File: config.mk
export PLATFORM = sky130hd
export DESIGN_NAME = serial_add_ctrl
export DESIGN_NICKNAME = d
export VERILOG_FILES = /design/src/rtl/serial_add_pkg.sv /design/src/rtl/fa.sv /design/src/rtl/serial_add_ctrl.sv
export SDC_FILE = /design/constraint.sdc
export NUM_CORES = 1
export LEC_CHECK = 0
export ABC_AREA = 1
export BUFFER_PORTS_ARGS = -buffer_cell sky130_fd_sc_hd__buf_2
export CAP_MARGIN = 15
export CORE_MARGIN = 4
export CORE_UTILIZATION = 40
export CTS_CLUSTER_DIAMETER = 100
export DETAILED_ROUTE_END_ITERATION = 12
export SYNTH_ARGS = -nofsm -noshare
export SYNTH_HDL_FRONTEND = slang
export SYNTH_SLANG_ARGS = --single-unit
File: constraint.sdc
create_clock -name clk -period 1.1 [get_ports clk]
set_input_delay 0.11 -clock clk [delete_from_list [all_inputs] [get_ports clk]]
set_output_delay 0.11 -clock clk [all_outputs]
set_load 0.1 [all_outputs]
File: src/rtl/serial_add_pkg.sv
// Shared definitions for the bit-serial adder controller.
//
// Contents:
//   state_e : controller state encoding (2'b11 is unused and recovers to ST_IDLE)
//   clog2   : ceiling log2, used to size the bit counter from WIDTH
package serial_add_pkg;

   typedef enum logic [1:0] {
      ST_IDLE = 2'b00,
      ST_RUN  = 2'b01,
      ST_DONE = 2'b10
   } state_e;

   // Elaboration-time ceiling log2; value 1 yields 0.
   function automatic int unsigned clog2(input int unsigned value);
      int unsigned result;
      int unsigned v;
      result = 0;
      v      = value - 1;
      while (v > 0) begin
         result = result + 1;
         v      = v >> 1;
      end
      return result;
   endfunction

endpackage

File: src/rtl/fa.sv
// Single-bit full adder built from two half adders.
//
// Ports:
//   a, b  : addend bits
//   c     : carry in
//   s     : sum bit
//   cout  : carry out
module fa (
   input  logic a,
   input  logic b,
   input  logic c,
   output logic s,
   output logic cout
);

   logic ha0_s;
   logic ha0_c;
   logic ha1_c;

   // First half adder: a + b
   assign ha0_s = a ^ b;
   assign ha0_c = a & b;

   // Second half adder: (a ^ b) + c
   assign s     = ha0_s ^ c;
   assign ha1_c = ha0_s & c;

   assign cout  = ha0_c | ha1_c;

endmodule

File: src/rtl/serial_add_ctrl.sv
// Bit-serial adder controller. One fa cell is sequenced LSB-first over WIDTH
// cycles to form a + b + cin, producing sum, carry-out and signed overflow.
//
// Ports:
//   clk, rst_n           : clock and synchronous active-low reset
//   in_valid / in_ready  : operand handshake (a, b, cin sampled on accept)
//   out_valid / out_ready: result handshake (sum, cout, ovf held while waiting)
//   busy                 : controller is in RUN or DONE
module serial_add_ctrl
   import serial_add_pkg::*;
#(
   parameter int unsigned WIDTH = 8
) (
   input  logic             clk,
   input  logic             rst_n,
   input  logic             in_valid,
   output logic             in_ready,
   input  logic [WIDTH-1:0] a,
   input  logic [WIDTH-1:0] b,
   input  logic             cin,
   output logic             out_valid,
   input  logic             out_ready,
   output logic [WIDTH-1:0] sum,
   output logic             cout,
   output logic             ovf,
   output logic             busy
);

   localparam int unsigned      CNT_W    = clog2(WIDTH);
   localparam logic [CNT_W-1:0] CNT_LAST = CNT_W'(WIDTH - 1);
   localparam logic [CNT_W-1:0] CNT_PRE  = CNT_W'(WIDTH - 2);

   state_e           state_q, state_d;
   logic [WIDTH-1:0] a_sr_q, a_sr_d;
   logic [WIDTH-1:0] b_sr_q, b_sr_d;
   logic [WIDTH-1:0] sum_sr_q, sum_sr_d;
   logic             carry_q, carry_d;
   logic [CNT_W-1:0] cnt_q, cnt_d;
   logic             pre_msb_carry_q, pre_msb_carry_d;
   logic [WIDTH-1:0] sum_q, sum_d;
   logic             cout_q, cout_d;
   logic             ovf_q, ovf_d;

   logic             fa_s;
   logic             fa_cout;

   // The only adder in the datapath: one bit slice per RUN cycle.
   fa u_fa (
      .a    (a_sr_q[0]),
      .b    (b_sr_q[0]),
      .c    (carry_q),
      .s    (fa_s),
      .cout (fa_cout)
   );

   always_comb begin
      state_d         = state_q;
      a_sr_d          = a_sr_q;
      b_sr_d          = b_sr_q;
      sum_sr_d        = sum_sr_q;
      carry_d         = carry_q;
      cnt_d           = cnt_q;
      pre_msb_carry_d = pre_msb_carry_q;
      sum_d           = sum_q;
      cout_d          = cout_q;
      ovf_d           = ovf_q;

      unique case (state_q)
         ST_IDLE: begin
            if (in_valid) begin
               a_sr_d  = a;
               b_sr_d  = b;
               carry_d = cin;
               cnt_d   = '0;
               state_d = ST_RUN;
            end
         end

         ST_RUN: begin
            // Sum bits enter at the MSB so that after WIDTH shifts bit 0 is the LSB.
            sum_sr_d = {fa_s, sum_sr_q[WIDTH-1:1]};
            a_sr_d   = a_sr_q >> 1;
            b_sr_d   = b_sr_q >> 1;
            carry_d  = fa_cout;
            cnt_d    = cnt_q + CNT_W'(1);

            // Carry out of bit WIDTH-2 is the carry into the MSB.
            if (cnt_q == CNT_PRE) begin
               pre_msb_carry_d = fa_cout;
            end

            if (cnt_q == CNT_LAST) begin
               sum_d   = sum_sr_d;
               cout_d  = fa_cout;
               ovf_d   = pre_msb_carry_q ^ fa_cout;
               state_d = ST_DONE;
            end
         end

         ST_DONE: begin
            if (out_ready) begin
               state_d = ST_IDLE;
            end
         end

         default: begin
            state_d = ST_IDLE;
         end
      endcase
   end

   always_ff @(posedge clk) begin
      if (!rst_n) begin
         state_q         <= ST_IDLE;
         a_sr_q          <= '0;
         b_sr_q          <= '0;
         sum_sr_q        <= '0;
         carry_q         <= 1'b0;
         cnt_q           <= '0;
         pre_msb_carry_q <= 1'b0;
         sum_q           <= '0;
         cout_q          <= 1'b0;
         ovf_q           <= 1'b0;
      end else begin
         state_q         <= state_d;
         a_sr_q          <= a_sr_d;
         b_sr_q          <= b_sr_d;
         sum_sr_q        <= sum_sr_d;
         carry_q         <= carry_d;
         cnt_q           <= cnt_d;
         pre_msb_carry_q <= pre_msb_carry_d;
         sum_q           <= sum_d;
         cout_q          <= cout_d;
         ovf_q           <= ovf_d;
      end
   end

   // in_ready drops combinationally while reset is held.
   assign in_ready  = rst_n && (state_q == ST_IDLE);
   assign out_valid = (state_q == ST_DONE);
   assign busy      = (state_q != ST_IDLE);
   assign sum       = sum_q;
   assign cout      = cout_q;
   assign ovf       = ovf_q;

endmodule

== Yosys cells after proc, flatten, opt, wreduce, memory -nomap -nowiden ==
Index checks and enable logic that the tools add are counted.
Storage, ports and cells
  flip-flop bits (word level): 41
  input port bits: 21
  output and inout bits: 13
  word-level logic and storage cells: 44
Cells by class
  add/sub/neg operators: 1
  equality and inequality tests: 7
  multiplexer cells: 12
  bitwise operators: 6
  reduce and logical (&&, ||, !) cells: 8
Operators with widths (count)
  case mux 8 bit (2 select lines): 2
  2-to-1 mux 8 bit: 2
  equality test 3 bit, second input constant: 2
  2-to-1 mux 2 bit: 3
  case mux 2 bit (3 select lines): 1
  case mux 3 bit (2 select lines): 1
  AND reduction 2 bit: 3
  inequality test 2 bit, second input constant: 2
  nonzero test 2 bit: 2
  adder 3 x 1 -> 3 bit, second input constant: 1
  2-to-1 mux 3 bit: 1
  AND reduction 3 bit: 1
  XOR 1 bit: 3
  bitwise AND 1 bit: 2
  equality test 2 x 1 -> 1 bit, second input constant: 1
  equality test 2 bit, second input constant: 1
  zero test 2 bit: 1
  inequality test 2 x 1 -> 1 bit, second input constant: 1
  case mux 1 bit (2 select lines): 1
  logical AND 1 bit: 1
  2-to-1 mux 1 bit: 1
  bitwise OR 1 bit: 1

== Longest topological paths before layout ==
  word-level depth: 4
  mapped depth: 7
  gate-level depth less buffers: 7

== Cells and area by module ==
Synthesis repeated with hierarchy kept, for this count alone.
Unflattened totals
  cells, all modules: 276
  area total of the unflattened synthesis: 1883.1 um^2
Modules (own cells, without submodules)
  serial_add_ctrl: instances 1, cells an instance 275, area an instance 1863.0 um^2
  fa: instances 1, cells an instance 1, area an instance 20.0 um^2

== Least setup slack after synthesis ==
OpenSTA, ideal clock, no wires.
  path kind: flip-flop to output port
  start: register state_q[0]
  end: output port in_ready
  arrival: 2.403 ns
  required time: 0.990 ns
  setup slack: -1.413 ns
  stages on the path, launching flop included: 5
  cells stage by stage: dfxtp_1 buf_6 nor2_1 inv_1 nor2_1
On the way
  cells in the longest elaborated chain, start to end: 2
RTL lines
  start: declaration: RTL line serial_add_ctrl.sv:33  | state_e state_q, state_d;
  start signal: assignment: RTL line serial_add_ctrl.sv:125  | state_q <= state_d;
  zero test 2 bit: RTL line serial_add_ctrl.sv:139  | assign in_ready = rst_n && (state_q == ST_IDLE);
  logical AND 1 bit: RTL line serial_add_ctrl.sv:139
  end: declaration: RTL line serial_add_ctrl.sv:17  | output logic in_ready,
Every way passes these cells.

== Worst setup path after layout ==
  start: register state_q[1]
  end: output port out_valid
On the way
  cells in the longest elaborated chain, start to end: 1
RTL lines
  equality test 2 bit: RTL line serial_add_ctrl.sv:140  | assign out_valid = (state_q == ST_DONE);
  end: declaration: RTL line serial_add_ctrl.sv:21  | output logic out_valid,
Every way passes these cells.

==> results.json <==
{
  "status": "finished with violations",
  "violations": "setup timing",
  "ios": 34,
  "final_area_sq_um": 3014,
  "io_buffer_count": 33,
  "place.gp.congestion": 0.7572,
  "highest-signal-layer": "met4",
  "grt_pass1_vias": 1628,
  "rows": 24,
  "grt_use_total": 0.1531,
  "end_kind": "output port",
  "grt_pass1_wl_microns": 7396,
  "synth-async-reset-ratio": 0,
  "drc": 0,
  "synth_warnings": 0,
  "cts_sinks": 40,
  "drt-vias-per-instance": 4.665,
  "cp_max_fo": 3,
  "setup_slack_ps": -147.0,
  "gr-total-overflow": 0,
  "rsz0062_at_grt": "true",
  "via_count": 1824,
  "dr.pass1.iters": 4,
  "crit_path_cell_trace": "inv_2 -> buf_6 -> nor2_4 -> buf_12",
  "finalSetupViolCount": 38,
  "utilization": 0.6782,
  "min_path_type": "primary input to flip-flop",
  "cp_slowest_cell": "dfxtp_4",
  "core_sq_um": 4444,
  "worst_pin_slew_ps": 360.4,
  "hold_viol": 0,
  "drt_iter0_markers": 92,
  "critPathMaxStageDelay_ps": 380,
  "final_nets": 363,
  "syn_avg_cell_area_sq_um": 6.800,
  "maxSlewViolCount": 0,
  "numCtsBuffers": 5,
  "synthCells": 276,
  "yosys.area.top_type": "dfxtp_1",
  "syn_nets": 301,
  "route.met2.wl_microns": 2101,
  "cts_buffer_depth": 2,
  "crit_arrival_ps": 1140,
  "ant_nets": 0,
  "routed_wl_microns": 4547,
  "die_w_microns": 76.50,
  "placed_area_sq_um": 2457,
  "ys_ff_latch": 40,
  "drive_gt1_frac": 0.4218,
  "timing.max_slew.rel_slack": 0.7594,
  "synth_top_cells_by_count": "81 x nand2_1, 41 x nor2_1, 40 x dfxtp_1, 40 x inv_1, 25 x a21oi_1",
  "period_share": 1.134,
  "synth_top_cell_area_share": 0.4267,
  "worstSetupStartpointType": "flip-flop",
  "die_area_sq_um": 5852,
  "fillers": 350,
  "ys_seq_area_frac": 0.4267,
  "ys.flop_type": "dfxtp_1",
  "wl_met3_microns": 172,
  "path_clk_slew_ps": 80,
  "dpl.hpwl_microns": 2690,
  "fin_worst_skew_ps": 4.793,
  "peakVddDrop_mv": 0.7576,
  "required_ps": 990,
  "powerDensity_nw_per_um2": 1176,
  "p_leak_nw": 1.365,
  "die_y_microns": 76.50,
  "regToRegSetupSlack_ps": -140,
  "routedWlPerCell_microns": 11.63,
  "crit_type": "flip-flop to output port",
  "cts_root_buf": "clkbuf_8",
  "drv_cap": 0,
  "power.total_mw": 3.543,
  "synth_edf_count": 0,
  "grt_start_max_net_pins": 27,
  "diodes": 0,
  "cts_hold_buf": 0,
  "start_util": 0.4223,
  "syn_area_sq_um": 1877,
  "synth_most_common_cell": "nand2_1",
  "antenna_found_initial": 0,
  "post-route-min-period_ps": 1247,
  "min_delay_path_depth": 4,
  "synthTopCellsByArea": "dfxtp_1 43%, nand2_1 16%, nor2_1 8.2%, inv_1 8.0%, a21oi_1 6.7%",
  "clock_latency_ps": 300,
  "areaGrowthSynthToFinish_pct": 60.60,
  "cts_tree": "built",
  "r2r_cells": 7,
  "h-tree-depth": 2,
  "met1_length_microns": 2191,
  "post_synth_num_cell_types": 18,
  "fmax_mhz": 802.0
}
==> power by group <==
| part | total [mW] | switching [mW] | leakage (nW) | internal [mW] |
|---|---|---|---|---|
| combinational | 0.734 | 0.372 | 0.974 | 0.363 |
| clock | 1.23 | 0.555 | 0.0541 | 0.672 |
| sequential | 1.58 | 0.0509 | 0.336 | 1.53 |
| total | 3.54 | 0.977 | 1.36 | 2.57 |
==> flip-flops by register name (all words and copies together), names as in the netlist <==
| signal | flops |
|---|---|
| carry_q | 1 |
| b_sr_q | 8 |
| sum_sr_q | 7 |
| cout | 1 |
| pre_msb_carry_q | 1 |
| sum | 8 |
| state_q | 2 |
| cnt_q | 3 |
| a_sr_q | 8 |
| ovf | 1 |
==> logic make-up after synthesis <==
family | synth area share
AO/OA/AOI/OAI | 0.1153
XOR/XNOR | 0.004668
adder cells (fa/ha/maj) | 0.03067
buffers and inverters | 0.1360
flip-flops | 0.4267
AND/OR/NAND/NOR | 0.2867
==> timing repair <==
action | CTS | global route
endpoints found under the setup margin | 21 | 43
buffers inserted | 7 | 1
pin swaps | 11 | 3
gates resized for setup | 40 | 17
cloned | 3 | 3
==> cell type report <==
type                    count  area (sq um)  share of cell area
well taps                  52         65.06             0.02159
clock buffers               5         68.82             0.02283
flip-flops and latches     40         825.8              0.2740
repair buffers             69         828.3              0.2748
multi-input cells         181          1030              0.3416
clock inverters             3         42.54             0.01411
inverters                  41         153.9             0.05106
==> placed cells by master (no fill, tap or decap), types with 4 or more instances in the layout <==
| cell | n |
|---|---|
| nand2_1 | 76 |
| inv_1 | 36 |
| nor2_1 | 34 |
| dfxtp_1 | 24 |
| buf_2 | 20 |
| buf_12 | 18 |
| buf_4 | 16 |
| a21oi_2 | 15 |
| a21oi_1 | 14 |
| dfxtp_2 | 14 |
| buf_6 | 10 |
| nand2_2 | 7 |
| o21ai_0 | 7 |
| nand3_2 | 7 |
| inv_2 | 5 |
| clkbuf_8 | 5 |
| nor2_4 | 4 |
==> through the flow <==
step / hold slack, ps / setup WS (ps) / instances / setup TNS [ps]
finish: 64.70 / -147.0 / 391 / -3448
floorplan: 273.3 / -658.7 / 276 / -976.2
global route: 67.32 / -206.1 / 391 / -6019
detailed placement: 374.5 / -64.78 / 369 / -572.8
CTS: 57.94 / -142.3 / 387 / -2749
global placement: 383.8 / -42.03 / 369 / -166.8
==> final timing paths <==
path,start,end
setup / recovery,state_q[1],out_valid
hold / removal,out_ready,state_q[1]
setup reg to reg,state_q[0],sum[7]
hold reg to reg,b_sr_q[7],b_sr_q[7]
==> critical path: cells and delay by family (launching register included) <==
kind	cells	cell delay, ps
buffers and inverters	3	340
flip-flops	1	380
AND/OR/NAND/NOR	1	110
==> per-layer routing <==
layer / track usage / vias up
met5: 0 / -
met2: 0.2443 / 30
met3: 0.04137 / 7
met1: 0.1981 / 828
met4: 0.05435 / 0
li1: - / 959
(Power assumes the default switching activity.)
